File: config.mk
export PLATFORM = sky130hd
export DESIGN_NAME = fft_stage_addr_seq
export DESIGN_NICKNAME = d
export VERILOG_FILES = /design/src/rtl/fft_pkg.sv /design/src/rtl/fft_bit_insert.sv /design/src/rtl/fft_stage_addr_seq.sv
export SDC_FILE = /design/constraint.sdc
export NUM_CORES = 1
export LEC_CHECK = 0
export ABC_AREA = 1
export CORE_ASPECT_RATIO = 0.5
export CORE_MARGIN = 2
export CORE_UTILIZATION = 33
export CTS_CLUSTER_SIZE = 40
export DETAILED_ROUTE_END_ITERATION = 8
export PLACE_DENSITY_LB_ADDON = 0.05
export SLEW_MARGIN = 25
export SYNTH_ARGS = -nofsm -noshare
export SYNTH_HDL_FRONTEND = slang
export SYNTH_SLANG_ARGS = --single-unit
File: constraint.sdc
create_clock -name CLK -period 4.7 [get_ports CLK]
set_input_delay 0.705 -clock CLK [delete_from_list [all_inputs] [get_ports CLK]]
set_output_delay 0.705 -clock CLK [all_outputs]
set_load 0.05 [all_outputs]
File: src/rtl/fft_pkg.sv
// Shared definitions for the FFT address-generation blocks: FSM encoding and
// the LOG_N/STAGE width helper.
package fft_pkg;

   typedef enum logic [1:0] {
      S_IDLE = 2'd0,
      S_RUN  = 2'd1,
      S_DONE = 2'd2
   } fsm_t;

   // Width needed to hold a log2 size in the range 0..awl.
   function automatic int lnw(input int awl);
      return $clog2(awl + 1);
   endfunction

endpackage

File: src/rtl/fft_bit_insert.sv
// Combinational zero-insert at bit position POS: bits below POS pass through,
// bits at and above POS move up by one. Also usable by the bit-reverse unit.
module fft_bit_insert
   import fft_pkg::*;
#(
   parameter  int W  = 5,
   localparam int SW = lnw(W)
) (
   input  logic [W-2:0]  din,
   input  logic [SW-1:0] pos,
   output logic [W-1:0]  dout
);

   logic [W-1:0] ext;
   logic [W-1:0] mask;

   always_comb begin
      ext  = {1'b0, din};
      mask = (W'(1) << pos) - W'(1);
      dout = (ext & mask) | ((ext & ~mask) << 1);
   end

endmodule

File: src/rtl/fft_stage_addr_seq.sv
// Radix-2 FFT butterfly address sequencer: walks every (A,B) pair of every
// stage under a valid/ready handshake. Define BAG_TWIDDLE_EN to add TW_ADDR.
module fft_stage_addr_seq
   import fft_pkg::*;
#(
   parameter  int AWL = 5,
   localparam int LNW = lnw(AWL)
) (
   input  logic           CLK,
   input  logic           RST,
   input  logic           START,
   input  logic [LNW-1:0] LOG_N,
   input  logic           READY,
   output logic           VALID,
   output logic [AWL-1:0] A_ADDR,
   output logic [AWL-1:0] B_ADDR,
`ifdef BAG_TWIDDLE_EN
   output logic [AWL-2:0] TW_ADDR,
`endif
   output logic [LNW-1:0] STAGE,
   output logic           STAGE_LAST,
   output logic           BUSY,
   output logic           DONE
);

   localparam int PW = AWL - 1;

   fsm_t           state, state_nx;
   logic [PW-1:0]  p, p_nx, p_last;
   logic [LNW-1:0] s, s_nx, l, l_nx;
   logic [AWL-1:0] span, a_nx, lay_nx;
   logic           run_nx;

   always_comb begin
      state_nx = state;
      p_nx     = p;
      s_nx     = s;
      l_nx     = l;
      if (state == S_IDLE && START)
         l_nx = (LOG_N > LNW'(AWL)) ? LNW'(AWL) : LOG_N;
      span   = AWL'(1) << (l_nx - LNW'(1));
      p_last = PW'(span - AWL'(1));
      case (state)
         S_IDLE: if (START) begin
            p_nx     = '0;
            s_nx     = '0;
            state_nx = (l_nx == '0) ? S_DONE : S_RUN;
         end
         // VALID is high for the whole of RUN, so READY alone is the handshake.
         S_RUN: if (READY) begin
            if (p == p_last) begin
               p_nx = '0;
               if (s == l - LNW'(1)) begin
                  s_nx     = '0;
                  state_nx = S_DONE;
               end else begin
                  s_nx = s + LNW'(1);
               end
            end else begin
               p_nx = p + PW'(1);
            end
         end
         S_DONE:  state_nx = S_IDLE;
         default: state_nx = S_IDLE;
      endcase
   end

   fft_bit_insert #(.W(AWL)) u_ins (
      .din  (p_nx),
      .pos  (s_nx),
      .dout (a_nx)
   );

   assign run_nx = (state_nx == S_RUN);
   assign lay_nx = AWL'(1) << s_nx;

`ifdef BAG_TWIDDLE_EN
   logic [PW-1:0] tw_mask, tw_nx;
   always_comb begin
      tw_mask = (PW'(1) << s_nx) - PW'(1);
      tw_nx   = (p_nx & tw_mask) << (LNW'(PW) - s_nx);
   end
`endif

   // Outputs are registered from next-state values so they line up with state.
   always_ff @(posedge CLK) begin
      if (RST) begin
         state      <= S_IDLE;
         p          <= '0;
         s          <= '0;
         l          <= LNW'(AWL);
         VALID      <= 1'b0;
         DONE       <= 1'b0;
         BUSY       <= 1'b0;
         STAGE_LAST <= 1'b0;
         STAGE      <= '0;
         A_ADDR     <= '0;
         B_ADDR     <= '0;
`ifdef BAG_TWIDDLE_EN
         TW_ADDR    <= '0;
`endif
      end else begin
         state      <= state_nx;
         p          <= p_nx;
         s          <= s_nx;
         l          <= l_nx;
         VALID      <= run_nx;
         DONE       <= (state_nx == S_DONE);
         BUSY       <= (state_nx != S_IDLE);
         STAGE_LAST <= run_nx && (p_nx == p_last);
         STAGE      <= run_nx ? s_nx : '0;
         A_ADDR     <= run_nx ? a_nx : '0;
         B_ADDR     <= run_nx ? (a_nx | lay_nx) : '0;
`ifdef BAG_TWIDDLE_EN
         TW_ADDR    <= run_nx ? tw_nx : '0;
`endif
      end
   end

endmodule
# Word-level counts from Yosys, hierarchy flattened
# Index checks and enable logic that the tools add are counted.
# word_totals
output_inout_bits,17
elab_cells,55
input_bits,7
regBits,29
# classes
mux,17
n_bitwise,6
n_eq_ne,6
add_sub_neg,6
n_shift,2
order_cmp,1
n_reduce_logical,6
# ops
op,n
$mux 3,6
$mux 4,3
$mux 2,5
$or 5x5->5,2
$eq 4x4->1,2
$pmux 4 s2,1
$pmux 3 s2,1
$sub 3x1->3 const B,2
$and 4x5->5,1
$shl 1x3->5 const A,1
$sub 5x2->5 const B,1
$add 4x1->4 const B,1
$and 4x4->4,1
$eq 2x1->1 const B,2
$not 4->4,1
$pmux 2 s2,1
$shl 1x3->4 const A,1
$sub 4x1->4 const B,1
$add 3x1->3 const B,1
$eq 3x3->1,1
$gt 3x3->1 const B,1
$logic_not 3->1,1
$eq 2x2->1 const B,1
$logic_and 1x1->1,2
4 further kinds,4

# Depth between registers and ports, before layout
# Gate-level depths: netlist of run 1.
# depth
word_depth,16
depth_mapped,30

# Modules after synthesis
# From an unflattened synthesis of run 1, not the netlist that was laid out.
# unflattened
hier_cells,226
area_unflattened_um2,1659.1
# by_module_without_submodules
module,area_per_inst_um2,instances,cells_per_inst
fft_stage_addr_seq,1550.2,1,203
fft_bit_insert,108.9,1,23

# Worst setup path before layout of run 1
# Ideal clock, no wire load.
# synth_path
path_type,in2reg
startpoint,in START
endpoint,reg B_ADDR[2]
n_path_buf,0
path_stages,26
path_slack_ns,0.776
setup_ns,0.109
arrival_ns,3.815
cell_sequence,nand2_1 -> nor2_2 -> nand2_2 -> nand2_4 -> nor2_1 -> ha_1 -> nand2_1 -> nor2_4 -> inv_1 -> ha_1 -> xnor2_1 -> a21oi_1 -> nand2_1 -> nor2_8 -> nand4_2 -> nand2_2 -> inv_2 -> nand2_2 -> nand2_2 -> nor3_2 -> inv_1 -> ha_1 -> nand2_1 -> o221ai_1 -> nand2_1 -> inv_1
# synth_via
elab_chain_len,15
word_cells_on_any_way,30
cone_classes,add/sub (3); eq/ne (2); shift (2); mux (14); bitwise (6); reduce/logical (3)
# synth_rtl
item,line,source
from (decl),fft_stage_addr_seq.sv:11,"input logic START,"
$logic_and 1x1->1,fft_stage_addr_seq.sv:39,if (state == S_IDLE && START)
$mux 3,fft_stage_addr_seq.sv:39,
$sub 3x1->3,fft_stage_addr_seq.sv:41,span = AWL'(1) << (l_nx - LNW'(1));
$shl 1x3->4,fft_stage_addr_seq.sv:41,
$sub 4x1->4,fft_stage_addr_seq.sv:42,p_last = PW'(span - AWL'(1));
$eq 4x4->1,fft_stage_addr_seq.sv:51,if (p == p_last) begin
$mux 3,fft_stage_addr_seq.sv:51,
$mux 3,fft_stage_addr_seq.sv:50,S_RUN: if (READY) begin
$pmux 3 s2,fft_stage_addr_seq.sv:43,case (state)
$shl 1x3->5,"fft_bit_insert.sv:19, fft_stage_addr_seq.sv:75",
$sub 5x2->5,fft_bit_insert.sv:19,mask = (W'(1) << pos) - W'(1);
$not 4->4,fft_bit_insert.sv:20,dout = (ext & mask) | ((ext & ~mask) << 1);
$and 4x4->4,fft_bit_insert.sv:20,
$or 5x5->5,fft_bit_insert.sv:20,
$or 5x5->5,fft_stage_addr_seq.sv:113,B_ADDR <= run_nx ? (a_nx | lay_nx) : '0;
to (signal assigned),fft_stage_addr_seq.sv:113,
to (decl),fft_stage_addr_seq.sv:16,"output logic [AWL-1:0] B_ADDR,"
# Parallel ways exist; a longest one is shown, timed or not.
# A chain may end at the register's enable or synchronous reset.

# Final worst setup path of run 1
# layout_path
startpoint,in LOG_N[1]
endpoint,reg B_ADDR[3]
# layout_via
elab_chain_len,16
word_cells_on_any_way,29
cone_classes,add/sub (3); order compare (1); eq/ne (2); shift (2); mux (13); bitwise (6); reduce/logical (2)
# layout_rtl
item,line,source
from (decl),fft_stage_addr_seq.sv:12,"input logic [LNW-1:0] LOG_N,"
$gt 3x3->1,fft_stage_addr_seq.sv:40,l_nx = (LOG_N > LNW'(AWL)) ? LNW'(AWL) : LOG_N;
$mux 3 *,fft_stage_addr_seq.sv:40,
$mux 3 *,fft_stage_addr_seq.sv:39,
$sub 3x1->3,fft_stage_addr_seq.sv:41,
$shl 1x3->4,fft_stage_addr_seq.sv:41,
$sub 4x1->4,fft_stage_addr_seq.sv:42,
$eq 4x4->1,fft_stage_addr_seq.sv:51,
$mux 3,fft_stage_addr_seq.sv:51,
$mux 3,fft_stage_addr_seq.sv:50,
$pmux 3 s2,fft_stage_addr_seq.sv:43,
$shl 1x3->5,"fft_bit_insert.sv:19, fft_stage_addr_seq.sv:75",
$sub 5x2->5,fft_bit_insert.sv:19,
$not 4->4,fft_bit_insert.sv:20,
$and 4x4->4,fft_bit_insert.sv:20,
$or 5x5->5,fft_bit_insert.sv:20,
$or 5x5->5,fft_stage_addr_seq.sv:113,
# Every way passes the cells marked *; elsewhere a longest branch is shown, timed or not.

==> results of run 1 <==
-- metrics by stage --
stage          area [µm²]  utilization
2_1_floorplan        1680            -
3_3_place_gp         2030        0.414
3_5_place_dp         2030        0.414
4_1_cts              2150        0.438
5_1_grt              2170        0.441
6_report             2170        0.441
-- synth_stat cells, types with 2 or more instances --
cell type | instances | area [µm²]
sky130_fd_sc_hd__nand2_1 | 40 | 150
sky130_fd_sc_hd__inv_1 | 36 | 135
sky130_fd_sc_hd__dfxtp_1 | 29 | 581
sky130_fd_sc_hd__nor2_1 | 20 | 75.1
sky130_fd_sc_hd__nand2_2 | 13 | 81.3
sky130_fd_sc_hd__nand3_1 | 9 | 45.0
sky130_fd_sc_hd__a21oi_1 | 8 | 40.0
sky130_fd_sc_hd__ha_1 | 6 | 75.1
sky130_fd_sc_hd__o21ai_0 | 6 | 30.0
sky130_fd_sc_hd__nand3_2 | 5 | 50.1
sky130_fd_sc_hd__nor2_2 | 5 | 31.3
sky130_fd_sc_hd__nand2_4 | 4 | 45.0
sky130_fd_sc_hd__nand4_1 | 4 | 25.0
sky130_fd_sc_hd__o211ai_1 | 4 | 30.0
sky130_fd_sc_hd__nor3_2 | 3 | 30.0
sky130_fd_sc_hd__xnor2_1 | 3 | 26.3
sky130_fd_sc_hd__xor2_1 | 3 | 26.3
sky130_fd_sc_hd__buf_6 | 2 | 22.5
sky130_fd_sc_hd__inv_2 | 2 | 7.51
sky130_fd_sc_hd__or2_2 | 2 | 12.5
-- worst register-to-register path, delay by kind of cell (launching register included) --
| family | cells | cell delay [ps] |
|---|---|---|
| xor+xnor | 1 | 140 |
| flops | 1 | 450 |
| compound gates | 1 | 110 |
| simple gates | 19 | 1930 |
| fa+ha+maj | 3 | 840 |
| buf+inv | 4 | 290 |
-- cell families after synthesis --
kind of cell / after synthesis
compound gates: 25
xor+xnor: 7
fa+ha+maj: 6
buf+inv: 42
flops: 29
simple gates: 110
-- metal layers --
metal  track usage  routed length [µm]
met5             0                   0
met4        0.0400                  48
met3        0.0619                 205
met2         0.227                1500
met1         0.214                2090
-- layout by cell type, fill, tap and decap left out, types with 8 or more instances in the layout --
master and instances:
sky130_fd_sc_hd__nand3_1 9, sky130_fd_sc_hd__clkdlybuf4s50_1 22, sky130_fd_sc_hd__nor2_1 20, sky130_fd_sc_hd__a21oi_1 8, sky130_fd_sc_hd__nand2_2 14, sky130_fd_sc_hd__buf_4 8, sky130_fd_sc_hd__inv_1 36, sky130_fd_sc_hd__nand2_1 39
sky130_fd_sc_hd__dfxtp_1 29
-- registers in the layout, indices dropped and copies added, names as in the netlist --
| register | count |
|---|---|
| state | 2 |
| VALID | 1 |
| A_ADDR | 5 |
| STAGE | 3 |
| BUSY | 1 |
| s | 3 |
| l | 3 |
| STAGE_LAST | 1 |
| DONE | 1 |
| p | 4 |
| B_ADDR | 5 |
-- worst min-delay path by stage --
| stage | to | depth (start not counted) | from | slack [ps] |
|---|---|---|---|---|
| after detailed placement | l[2] | 2 | l[2] | 570 |
| final | l[2] | 2 | l[2] | 580 |
| after floorplan | l[2] | 2 | l[2] | 510 |
| after global placement | l[2] | 2 | l[2] | 580 |
| after global routing | l[2] | 2 | l[2] | 610 |
| after CTS | l[2] | 2 | l[2] | 590 |
-- where the power goes --
part           internal [mW]  switching (mW)
sequential             0.254         0.00579
clock                  0.172           0.106
combinational         0.0559           0.102
total                  0.482           0.213
-- cell type report --
cell class,instances,share of cell area
multi-input cells,148,0.432
flip-flops and latches,29,0.268
repair buffers,31,0.135
inverters,39,0.0687
well taps,70,0.0404
clock buffers,6,0.0381
clock inverters,2,0.0173
==> flow_metrics.env, run 1 <==
export IMPL_highest_net_fanout_along_the_worst_path=5
export IMPL_synth_enable_flop_cells=0
export IMPL_final_layout_size_suffix_gt1_frac=0.239
export IMPL_multi_input_comb_area_um2=937
export IMPL_finalWorstSetupSlack_ps=443
export IMPL_yosysSeqAreaShare=0.346
export IMPL_globalplace_congestion=0.830
export IMPL_synth_top_flop_cell="sky130_fd_sc_hd__dfxtp_1"
export IMPL_maximum_level_of_the_cts_h_tree=2
export IMPL_grt_start_max_net_pins=13
export IMPL_crit_family="simple AND/OR/NAND/NOR gates"
export IMPL_mappedNetlistNets=232
export IMPL_areaGrowthSynthToFinish_pct=29.1
export IMPL_clock_sinks=29
export IMPL_initial_standard_cell_utilization_of_the_core=0.342
export IMPL_hold_violations=0
export IMPL_r2r_end="B_ADDR[3]"
export IMPL_diodes=0
export IMPL_worst_slew_pin_slew_ps=588
export IMPL_synth_area_mux_share=0
export IMPL_cts_buffers_inserted=5
export IMPL_fin_tns_setup_ps=0
export IMPL_worst_hold_slack_ps=581
export IMPL_track_usage=0.155
export IMPL_r2r_cells=28
export IMPL_synth_cell_type_count=35
export IMPL_min_delay_path_class="flip-flop to flip-flop"
export IMPL_critPathLaunch="LOG_N[1]"
export IMPL_worst_path_largest_cell_delay_ps=500
export IMPL_rsz0062_at_grt="no"
export IMPL_totalWireLength_mm=3.84
export IMPL_sequential_cell_area_um2=581
export IMPL_path_common_cell="sky130_fd_sc_hd__nand2_1"
export IMPL_worst_endpoint_arrival_ps=4440
export IMPL_numPortBuffers=23
export IMPL_critPathCaptureType="flip-flop"
export IMPL_clock_root_buffer="sky130_fd_sc_hd__clkbuf_8"
export IMPL_layout_worst_path_cycle_share=0.906
export IMPL_synthesis_area_per_instance_um2=7.67
export IMPL_postSynth_asyncResetShare=0
export IMPL_detail_route_antenna_nets=0
export IMPL_required_ps=4880
export IMPL_synth_compound_area_frac=0.0999
export IMPL_num_io_pins=24
export IMPL_setup_violations=0
export IMPL_ff_latch_count_synth=29
export IMPL_crit_cells=29
export IMPL_grt_pass1_vias=1395
export IMPL_fmax_mhz=235
export IMPL_cts_buffer_depth=2
export IMPL_timing_clock_skew_ps=7.17
export IMPL_num_nets_final=267
export IMPL_cts_reportedPaths_clkPinSlew_ps=70
export IMPL_die_area_um2=5710
export IMPL_routedWlPerCell_um=11.8
export IMPL_dpl_cell_count=317
export IMPL_place_hpwl_mm=2.95
export IMPL_instance_count_of_the_mapped_netlist=219
export IMPL_post_cts_repair_setup_buffers=0
export IMPL_fp_dieW_um=105
export IMPL_die_h_um=54.4
export IMPL_worst_path_buf_inv=6
export IMPL_cts_hold_fix_buffers=0
export IMPL_power_per_cell_area_nw_per_um2=321
export IMPL_kind_of_critical_path="primary input to flip-flop"
export IMPL_max_slew_margin=0.604
export IMPL_synth_top_family_by_area="simple AND/OR/NAND/NOR gates"
export IMPL_synthesis_area_um2=1680
export IMPL_synthesis_yosys_warnings=0
export IMPL_postCtsResizedCells=0
export IMPL_yosys_area_share_simple=0.364
export IMPL_leakage_power_nw=0.965
export IMPL_tritoncts="yes"
export IMPL_timing_max_cap_violations=0
export IMPL_number_of_pins_exceeding_their_max_slew_limit_in_the_final_report=0
export IMPL_ff2ff_setup_slack_ps=840
export IMPL_status="completed"
export IMPL_overflow=0
export IMPL_crit_slowest_cell="sky130_fd_sc_hd__clkdlybuf4s50_1"
export IMPL_finish_cell_count_without_fillers=325
export IMPL_post_layout_total_power_uw=696
export IMPL_via_count=1436
export IMPL_grt_antenna_before_repair=0
export IMPL_remaining_drc_errors=0
export IMPL_clk_latency_worst_skew_pair_ps=290
export IMPL_worstReg2RegStart="state[0]"
export IMPL_drt_iter0_drc=67
export IMPL_timing_final_crit_period_ps=4260
export IMPL_synth_xor_area_share=0.0410
export IMPL_avgViaCountPerCell=4.42
export IMPL_critPathLaunchType="primary input"
export IMPL_crit_end="B_ADDR[3]"
export IMPL_grt_first_pass_wirelength_mm=6.66
export IMPL_ir_drop_mv=0.137
export IMPL_num_rows=18
export IMPL_pre_cts_ws_ps=-52.2
export IMPL_fillCellCount=531
export IMPL_synth_adder_area_share=0.0447
export IMPL_core_box_area_um2=4910
export IMPL_drt_pass1_iter_count=4
No activity file was read; power rests on OpenSTA's default activity.
==> inputs of run 2 (changes only) <==
--- a/config.mk
+++ b/config.mk
@@ -16,3 +16,4 @@
 export SYNTH_ARGS = -nofsm -noshare
 export SYNTH_HDL_FRONTEND = slang
 export SYNTH_SLANG_ARGS = --single-unit
+export TNS_END_PERCENT = 30
==> results of run 2 <==
Same layout as run 1: the final DEF is identical, and so are final timing and power.
